## src/rtl/wb_arbiter.sv

```systemverilog
// Register-file writeback arbiter between the pipeline and a multi-cycle unit (MDU) result FIFO.
// Optional macro WB_ARBITER_BYPASS_EN enables a zero-latency MDU write when the FIFO is idle.
module wb_arbiter #(
    parameter int FIFO_DEPTH   = 4,
    parameter int STARVE_LIMIT = 4
) (
    input  logic        clk,
    input  logic        rst,
    input  logic        pipe_valid,
    input  logic        pipe_reg_write,
    input  logic [4:0]  pipe_addr,
    input  logic [31:0] pipe_data,
    input  logic        mdu_issue,
    input  logic [4:0]  mdu_issue_addr,
    input  logic        mdu_valid,
    input  logic [4:0]  mdu_addr,
    input  logic [31:0] mdu_data,
    output logic        mdu_ready,
    output logic        reg_write,
    output logic [4:0]  write_addr,
    output logic [31:0] write_data,
    output logic        stall_pipe,
    output logic [31:0] busy
);

    localparam int PTR_W    = (FIFO_DEPTH > 1) ? $clog2(FIFO_DEPTH) : 1;
    localparam int CNT_W    = PTR_W + 1;
    localparam int STARVE_W = $clog2(STARVE_LIMIT + 1);

    logic [4:0]          fifoAddr_q [FIFO_DEPTH];
    logic [31:0]         fifoData_q [FIFO_DEPTH];
    logic [PTR_W-1:0]    wrPtr_q, wrPtr_d;
    logic [PTR_W-1:0]    rdPtr_q, rdPtr_d;
    logic [CNT_W-1:0]    count_q, count_d;
    logic [STARVE_W-1:0] starveCnt_q, starveCnt_d;
    logic                stall_q, stall_d;
    logic [31:0]         busy_q, busy_d;

    logic        pipePending;
    logic        fifoEmpty;
    logic        fifoFull;
    logic        selPipe;
    logic        selFifo;
    logic        selBypass;
    logic        pushEn;
    logic        popEn;
    logic        starveCond;
    logic [4:0]  headAddr;
    logic [31:0] headData;
    logic [4:0]  selAddr;
    logic [31:0] selData;

    assign headAddr = fifoAddr_q[rdPtr_q];
    assign headData = fifoData_q[rdPtr_q];

    // Source selection: the pipeline wins unless starvation has forced a FIFO drain.
    always_comb begin
        pipePending = pipe_valid && pipe_reg_write && (pipe_addr != 5'd0);
        fifoEmpty   = (count_q == '0);
        fifoFull    = (count_q == CNT_W'(FIFO_DEPTH));
        selPipe     = !stall_q && pipePending;
        selFifo     = !fifoEmpty && (stall_q || !pipePending);
`ifdef WB_ARBITER_BYPASS_EN
        selBypass   = fifoEmpty && !pipePending && !stall_q && mdu_valid;
`else
        selBypass   = 1'b0;
`endif
        popEn       = selFifo;
        mdu_ready   = !fifoFull || popEn;
        pushEn      = mdu_valid && mdu_ready && (mdu_addr != 5'd0) && !selBypass;
        starveCond  = fifoFull && !popEn;
    end

    always_comb begin
        selAddr = 5'd0;
        selData = 32'd0;
        if (selPipe) begin
            selAddr = pipe_addr;
            selData = pipe_data;
        end else if (selFifo) begin
            selAddr = headAddr;
            selData = headData;
        end else if (selBypass) begin
            selAddr = mdu_addr;
            selData = mdu_data;
        end
        reg_write  = !rst && (selPipe || selFifo || selBypass) && (selAddr != 5'd0);
        write_addr = selAddr;
        write_data = selData;
    end

    always_comb begin
        wrPtr_d = pushEn ? wrPtr_q + PTR_W'(1) : wrPtr_q;
        rdPtr_d = popEn  ? rdPtr_q + PTR_W'(1) : rdPtr_q;
        count_d = count_q;
        case ({pushEn, popEn})
            2'b10:   count_d = count_q + CNT_W'(1);
            2'b01:   count_d = count_q - CNT_W'(1);
            default: count_d = count_q;
        endcase

        starveCnt_d = '0;
        if (starveCond) begin
            starveCnt_d = (starveCnt_q == STARVE_W'(STARVE_LIMIT)) ? starveCnt_q
                                                                   : starveCnt_q + STARVE_W'(1);
        end

        // Stall holds until the FIFO has fully drained, not merely until it is no longer full.
        stall_d = stall_q;
        if (count_d == '0) begin
            stall_d = 1'b0;
        end else if (starveCond && (starveCnt_d == STARVE_W'(STARVE_LIMIT))) begin
            stall_d = 1'b1;
        end
    end

    // Clear on an MDU write first so that a same-cycle issue to the same register wins.
    always_comb begin
        busy_d = busy_q;
        if (selFifo) begin
            busy_d[headAddr] = 1'b0;
        end else if (selBypass) begin
            busy_d[mdu_addr] = 1'b0;
        end
        if (mdu_issue && (mdu_issue_addr != 5'd0)) begin
            busy_d[mdu_issue_addr] = 1'b1;
        end
        busy_d[0] = 1'b0;
    end

    always_ff @(posedge clk) begin
        if (rst) begin
            wrPtr_q     <= '0;
            rdPtr_q     <= '0;
            count_q     <= '0;
            starveCnt_q <= '0;
            stall_q     <= 1'b0;
            busy_q      <= 32'd0;
        end else begin
            wrPtr_q     <= wrPtr_d;
            rdPtr_q     <= rdPtr_d;
            count_q     <= count_d;
            starveCnt_q <= starveCnt_d;
            stall_q     <= stall_d;
            busy_q      <= busy_d;
        end
    end

    always_ff @(posedge clk) begin
        if (pushEn && !rst) begin
            fifoAddr_q[wrPtr_q] <= mdu_addr;
            fifoData_q[wrPtr_q] <= mdu_data;
        end
    end

    assign stall_pipe = stall_q;
    assign busy       = busy_q;

endmodule
```

## config.mk

```make
export PLATFORM = sky130hd
export DESIGN_NAME = wb_arbiter
export DESIGN_NICKNAME = d
export VERILOG_FILES = /design/src/rtl/wb_arbiter.sv
export SDC_FILE = /design/constraint.sdc
export NUM_CORES = 1
export LEC_CHECK = 0
export CAP_MARGIN = 20
export CORE_AREA = 2 2 129 131
export CTS_CLUSTER_SIZE = 24
export DETAILED_ROUTE_END_ITERATION = 6
export DIE_AREA = 0 0 131 133
export HOLD_SLACK_MARGIN = 0.02
export PLACE_DENSITY_LB_ADDON = 0.08
export SYNTH_ARGS = -nofsm -noshare
export SYNTH_HDL_FRONTEND = slang
export SYNTH_SLANG_ARGS = --single-unit
```

## constraint.sdc

```tcl
create_clock -name clk -period 4.41 [get_ports clk]
set_clock_uncertainty 0.2 [all_clocks]
set_input_delay 0.882 -clock clk [delete_from_list [all_inputs] [get_ports clk]]
set_output_delay 0.882 -clock clk [all_outputs]
set_load 0.01 [all_outputs]
```

### Word-level counts from Yosys, hierarchy flattened

Memories as Yosys holds them, arrays and structs flattened. A register that Yosys moved wholly into a read port is not among the register bits.
Index checks and enable logic that the tools add are counted.

* add/subtract/negate cells: 5
* multiply operators: 0
* div/mod/pow operators: 0
* order comparisons: 4
* eq/ne operators: 5
* shift-type cells: 0
* muxes and demuxes: 19
* bitwise gates (word level): 3
* reductions and logical operators: 30

Operators by type and width (count)
* two-way mux 32 bit: 4
* bitwise AND 32 bit: 1
* NOT 32 bit: 1
* OR 32 bit: 1
* nonzero test 5 bit: 4
* logical AND 1 bit: 14
* less-than comparator 5 x 6 -> 1 bit, second input constant: 2
* demux 1 bit (select 5 bit): 2
* >= comparator 5 x 1 -> 1 bit, second input constant: 2
* two-way mux 5 bit: 2
* equality test 3 bit, second input constant: 3
* two-way mux 2 bit: 4
* adder 3 x 1 -> 3 bit, second input constant: 2
* zero test 1 bit: 6
* zero test 3 bit: 2
* two-way mux 3 bit: 2
* case mux 3 bit (2 select lines): 1
* adder 2 x 1 -> 2 bit, second input constant: 2
* two-way mux 1 bit: 4
* logical OR 1 bit: 3
* subtractor 3 x 1 -> 3 bit, second input constant: 1
* equality test 2 x 1 -> 1 bit, second input constant: 1
* equality test 2 bit, second input constant: 1
* OR reduction 2 bit: 1

* register bits: 43
* bits in latches: 0
* RAM bits: 148
* bits in read-only memories: 0
* input bits: 85
* output and inout bits: 72
* logic and storage cells: 75
* memories: 2

Memory list
* fifoData_q: words 4, width 32, rd ports 1, clocked after memory_dff 1, wr ports 1, line 31 `logic [31:0] fifoData_q [FIFO_DEPTH];`
* fifoAddr_q: words 4, width 5, rd ports 1, clocked after memory_dff 1, wr ports 1, line 30 `logic [4:0] fifoAddr_q [FIFO_DEPTH];`

### Logic depth before layout (Yosys ltp)

* word-level depth: 12
* gate-level depth with buffers: 12
* depth with buffers taken out: 11

### Least setup slack after synthesis

No wires, ideal clock.

* path type: input port to flip-flop
* from: input port pipe_addr[0]
* to: register stall_q, in the netlist stall_pipe
* setup time: 59 ps
* data arrival time: 3313 ps
* required time: 4151 ps
* setup slack: 838 ps
* cell stages on the path: 11
* buffers on the path: 1
* path through: or3_1 > o21a_1 > nor2_1 > clkbuf_1 > ha_1 > inv_1 > fa_1 > xor2_1 > or3_1 > a21oi_1 > o32a_1

* longest elaborated chain between the ends: 12
* elaborated cells between the ends (all ways): 18
* classes of those cells: eq/ne: 3; mux: 2; reduce/logical: 13

RTL lines
* start, declared: line 11 `input logic [4:0] pipe_addr,`
* nonzero test 5 bit (*): line 58 `pipePending = pipe_valid && pipe_reg_write && (pipe_addr != 5'd0);`
* logical AND 1 bit (*): line 58
* zero test 1 bit (*): line 62 `selFifo = !fifoEmpty && (stall_q || !pipePending);`
* logical OR 1 bit (*): line 62
* logical AND 1 bit (*): line 62
* named net popEn: line 46 `logic popEn;`
* logical OR 1 bit: line 69 `mdu_ready = !fifoFull || popEn;`
* logical AND 1 bit (2 in series): line 70 `pushEn = mdu_valid && mdu_ready && (mdu_addr != 5'd0) && !selBypass;`
* equality test 2 x 1 -> 1 bit or equality test 2 bit (tied branches): line 96 `case ({pushEn, popEn})`
* case mux 3 bit (2 select lines): line 96
* zero test 3 bit: line 110 `if (count_d == '0) begin`
* OR reduction 2 bit (no source line)
* end signal, assigned: line 144 `stall_q <= stall_d;`
* end, declared: line 36 `logic stall_q, stall_d;`

Mark *: on every way through the listed nets, which the timed path passes. The rest lies on a longest branch.
A chain may end at the register's enable or synchronous reset.

### Worst setup path after layout

* from: input port pipe_addr[0]
* to: output port write_data[27]

* longest elaborated chain between the ends: 7
* elaborated cells between the ends (all ways): 8
* classes of those cells: mux: 2; reduce/logical: 6

RTL lines
* nonzero test 5 bit (*): line 58
* logical AND 1 bit (*): line 58
* zero test 1 bit: line 62
* logical OR 1 bit: line 62
* logical AND 1 bit: line 62
* two-way mux 32 bit: line 80 `end else if (selFifo) begin`
* two-way mux 32 bit (*): line 77 `if (selPipe) begin`
* end, declared: line 21 `output logic [31:0] write_data,`

Mark *: on every way between the ends. The rest lies on a longest branch, timed or not.

==> Implementation_results.wiki <==
{| class="wikitable"
! Metric !! Value
|-
| Number of instances in the synthesized netlist || 505
|-
| Share of the synthesized area in compound gates (AO/OA/AOI/OAI) || 10.9%
|-
| Warnings, synthesis || 0
|-
| Share of flip-flops with an asynchronous set or reset after synthesis || 0%
|-
| Main flop type after synthesis || edfxtp_1
|-
| Number of DRC violations after detailed routing || 0
|-
| Clock tree from TritonCTS || built
|-
| Worst r2r src || stall_pipe
|-
| Cell area after placement || 9790 µm²
|-
| Largest fanout on the critical path || 19
|-
| Mapped Nets || 598
|-
| Cell area after technology mapping || 7930 µm²
|-
| Maximum count of clock buffers along a single path || 2
|-
| Routed via count divided by cell count || 5.77
|-
| Final-stage net count || 752
|-
| CTS-repair resized insts || 0
|-
| M1 GR Usage || 27.7%
|-
| Top Ports || 157
|-
| CTS buffer count || 17
|-
| Floorplan Core Area || 16200 µm²
|-
| Worst Max-Slew Pin Slew || 1010 ps
|-
| Count of nets left with antenna violations after detail routing || 0
|-
| Fmax || 0.237 GHz
|-
| Synth Area in XOR/XNOR || 0.331%
|-
| Clk_lat worst skew || 420 ps
|-
| Launching element type of the critical path || primary input
|-
| Die Ht || 133 µm
|-
| Unrepaired setup endpoints after global routing || false
|-
| Final count of hold timing violations || 0
|-
| Fraction of the mapped netlist area in adder cells || 1.36%
|-
| Number of buffers inserted to repair setup after CTS || 0
|-
| Number of flops mapped to enable cells by yosys || 148
|-
| HPWL after detailed placement || 11.4 mm
|-
| Die area || 17400 µm²
|-
| Cell leakage power || 3.34 nW
|-
| Pwr Density || 493 nW/µm²
|-
| Global Route met3 Usage || 4.04%
|-
| Final count of negative-setup-slack endpoints || 0
|-
| Number of clock sinks || 192
|-
| Top area cells in the synthesized netlist || edfxtp_1 (56%), dfxtp_1 (11%), mux4_2 (11%), a22o_1 (4.2%), o41ai_1 (2.5%)
|-
| Largest delay share family, worst path || buffers and inverters
|-
| Routed via count || 5149
|-
| Kind of critical path || in -> out
|-
| Wire length of the first global-routing pass || 27.1 mm
|-
| Vias in the first global route || 5048
|-
| Power after layout || 5.10 mW
|-
| Slew margin rel. || 32.6%
|-
| Largest net degree at the start of global routing || 42
|-
| Hold depth || 2
|-
| Routability cong. || 0.853
|-
| Depth of the most critical reg-to-reg path || 12
|-
| Max VDD drop || 0.341 mV
|-
| Antenna cells || 0
|-
| Worst Hold Path EP || busy[26]
|-
| Max incr delay on CP || 530 ps
|-
| Number of H-tree branching levels || 4
|-
| Synthesized flop and latch total || 192
|-
| Final routed wirelength across all metal layers || 17.7 mm
|-
| Post-synthesis area per instance || 15.7 µm²
|-
| Library cell occupying the most area in the post-synthesis netlist || edfxtp_1
|-
| Global-route congestion overflow total || 0
|-
| Total of hold buffers inserted after clock tree synthesis || 0
|-
| Number of buffers and inverters on the critical path || 3
|-
| Overall routing resource usage || 20.7%
|-
| Met2 Track Usage GR || 34.3%
|-
| Type of the worst min-delay path || reg -> reg
|-
| Final core area utilization || 64.0%
|-
| Min-delay src || busy[26]
|-
| Wire per inst || 19.8 µm
|-
| Setup slack of the most critical reg-to-reg path || 1550 ps
|-
| Synth cell types || 48
|-
| 1st-pass router iterations || 5
|-
| Slowest library cell on the worst path || clkdlybuf4s50_1
|-
| Starting utilization of the core area || 49.0%
|-
| Main combinational cell family by area after synthesis || compound AO/OA/AOI/OAI gates
|-
| Critical path cell sequence || clkdlybuf4s50_1, or3_1, o21a_2, nor2_4, buf_4, a22o_1, clkdlybuf4s50_1
|-
| Max-cap violations || 0
|-
| Root buffer cell || clkbuf_16
|-
| Area of all placed cells without fillers || 10400 µm²
|-
| Fraction of the mapped netlist area in simple logic gates || 7.12%
|-
| Proportion of synthesized chip area in sequential cells || 67.2%
|-
| Most Crowded Layer GR || met2
|-
| Fraction of final layout cells sized beyond drive strength 1 || 14.9%
|-
| Signed area change from the synthesized netlist to the final layout || 30.6%
|-
| Most Frequent Cell on Critical Path || clkdlybuf4s50_1
|-
| Antenna violations before repair || 0
|-
| Clock slew seen by the registers of the worst setup and hold paths || 80 ps
|-
| Worst reg2reg endpoint || stall_pipe
|-
| Fin Setup TNS || 0 ps
|-
| Arrival time at the worst endpoint || 3140 ps
|-
| Violation count after the first detailed-routing iteration || 425
|-
| Worst EP required || 3330 ps
|-
| Port Buffers || 155
|-
| Die W || 131 µm
|-
| Final number of max-transition violations || 0
|-
| Final critical-path required period || 4220 ps
|-
| Top cell type's share of synthesized area || 56.1%
|-
| FP Rows || 47
|-
| Result of the run || finished clean
|-
| Period utilisation layout || 95.6%
|-
| Critical Path Sink Type || primary output
|-
| Proportion of synthesized area in mux cells || 10.5%
|}
[flip-flops by register name, indices dropped and copies added (netlist names), named ones only]
| signal | count |
|---|---|
| fifoData_q | 128 |
| busy | 31 |
| fifoAddr_q | 20 |
| count_q | 3 |
| starveCnt_q | 3 |
| rdPtr_q | 2 |
| wrPtr_q | 2 |
| stall_pipe | 1 |
[routing by layer]
| metal | vias to the layer above | part of all wire (%) |
|---|---|---|
| met1 | 2590 | 42 |
| met3 | 19 | 5.4 |
| li1 | 2350 | - |
| met2 | 190 | 51 |
| met4 | 0 | 1.3 |
| met5 | - | 0 |
[worst reg2reg max path: cells and delay by family, from the launching register on]
| family | cells | cell delay (ps) |
|---|---|---|
| xor gates and xnor gates | 1 | 150 |
| buffers and inverters | 3 | 350 |
| adders and majority gates | 2 | 540 |
| and+or+nand+nor | 3 | 630 |
| DFF | 1 | 320 |
| AOI/OAI and AO/OA | 3 | 600 |
[worst max-delay path by stage]
stage	startpoint	end	slack [ps]	depth (start not counted)
after CTS	pipe_addr[0]	write_data[27]	180	7
final	pipe_addr[0]	write_data[27]	190	7
after detailed placement	pipe_addr[0]	write_data[27]	190	7
after floorplan	pipe_addr[0]	stall_pipe	840	11
after global routing	pipe_addr[0]	write_data[16]	90	7
after global placement	pipe_addr[0]	write_data[19]	250	7
[Yosys cell counts (2+ instances only)]
master and n:
or4b_2 2, o41ai_1 23, or4_1 2, xor2_1 2
o32ai_1 4, inv_1 18, nor4_1 4, buf_1 6
dfxtp_1 44, nor2b_1 2, or4b_1 2, nand3b_1 6
edfxtp_1 148, or3b_2 4, o21ai_0 9, mux4_2 37
ha_1 7, and3_1 3, nor2_1 7, or2_2 2
o31ai_1 2, and3b_1 3, nor3_1 6, nand2b_1 3
and2_1 5, clkbuf_1 26, nand2_1 28, nor3b_1 5
or3_1 6, nand3_1 2, a21oi_1 32, a22o_1 38
a32o_1 2
[where the power goes]
group / switching [mW] / internal (mW)
logic: 0.764 / 0.786
clock network: 0.715 / 0.754
registers: 0.0619 / 2.02
total: 1.54 / 3.56
[stage by stage]
stage	instances	setup WS, ps	hold slack, ps
after floorplan	505	838	253
after global placement	860	251	253
after detailed placement	860	191	259
after CTS	892	184	269
after global routing	892	89.1	295
final	892	193	269
[final cells by class]
class	count	area [µm²]
Clock inverter	15	140
Multi-Input combinational cell	261	2410
Fill cell	1136	5810
Timing Repair Buffer	169	1710
Inverter	18	67.6
Clock buffer	17	425
Sequential cell	192	5330
Tap cell	220	275
[cells in the final DEF (no fill, tap or decap), drive strengths merged, types with 3 or more instances in the layout]
cell type,instances
a21oi,32
a22o,38
and2,5
and3,3
and3b,3
buf,14
clkbuf,17
clkdlybuf4s50,155
dfxtp,44
edfxtp,148
ha,7
inv,29
mux4,37
nand2,28
nand2b,3
nand3b,6
nor2,7
nor3,6
nor3b,5
nor4,4
o21ai,9
o32ai,4
o41ai,23
or3,6
or3b,4
or4b,4
[cell families after synthesis]
logic type,after synthesis
AO/OA/AOI/OAI,116
flip-flops,192
other,1
AND/OR/NAND/NOR,96
XOR/XNOR,3
adder cells (fa/ha/maj),8
multiplexers,37
buffers and inverters,52
No activity file was read; power rests on OpenSTA's default activity.
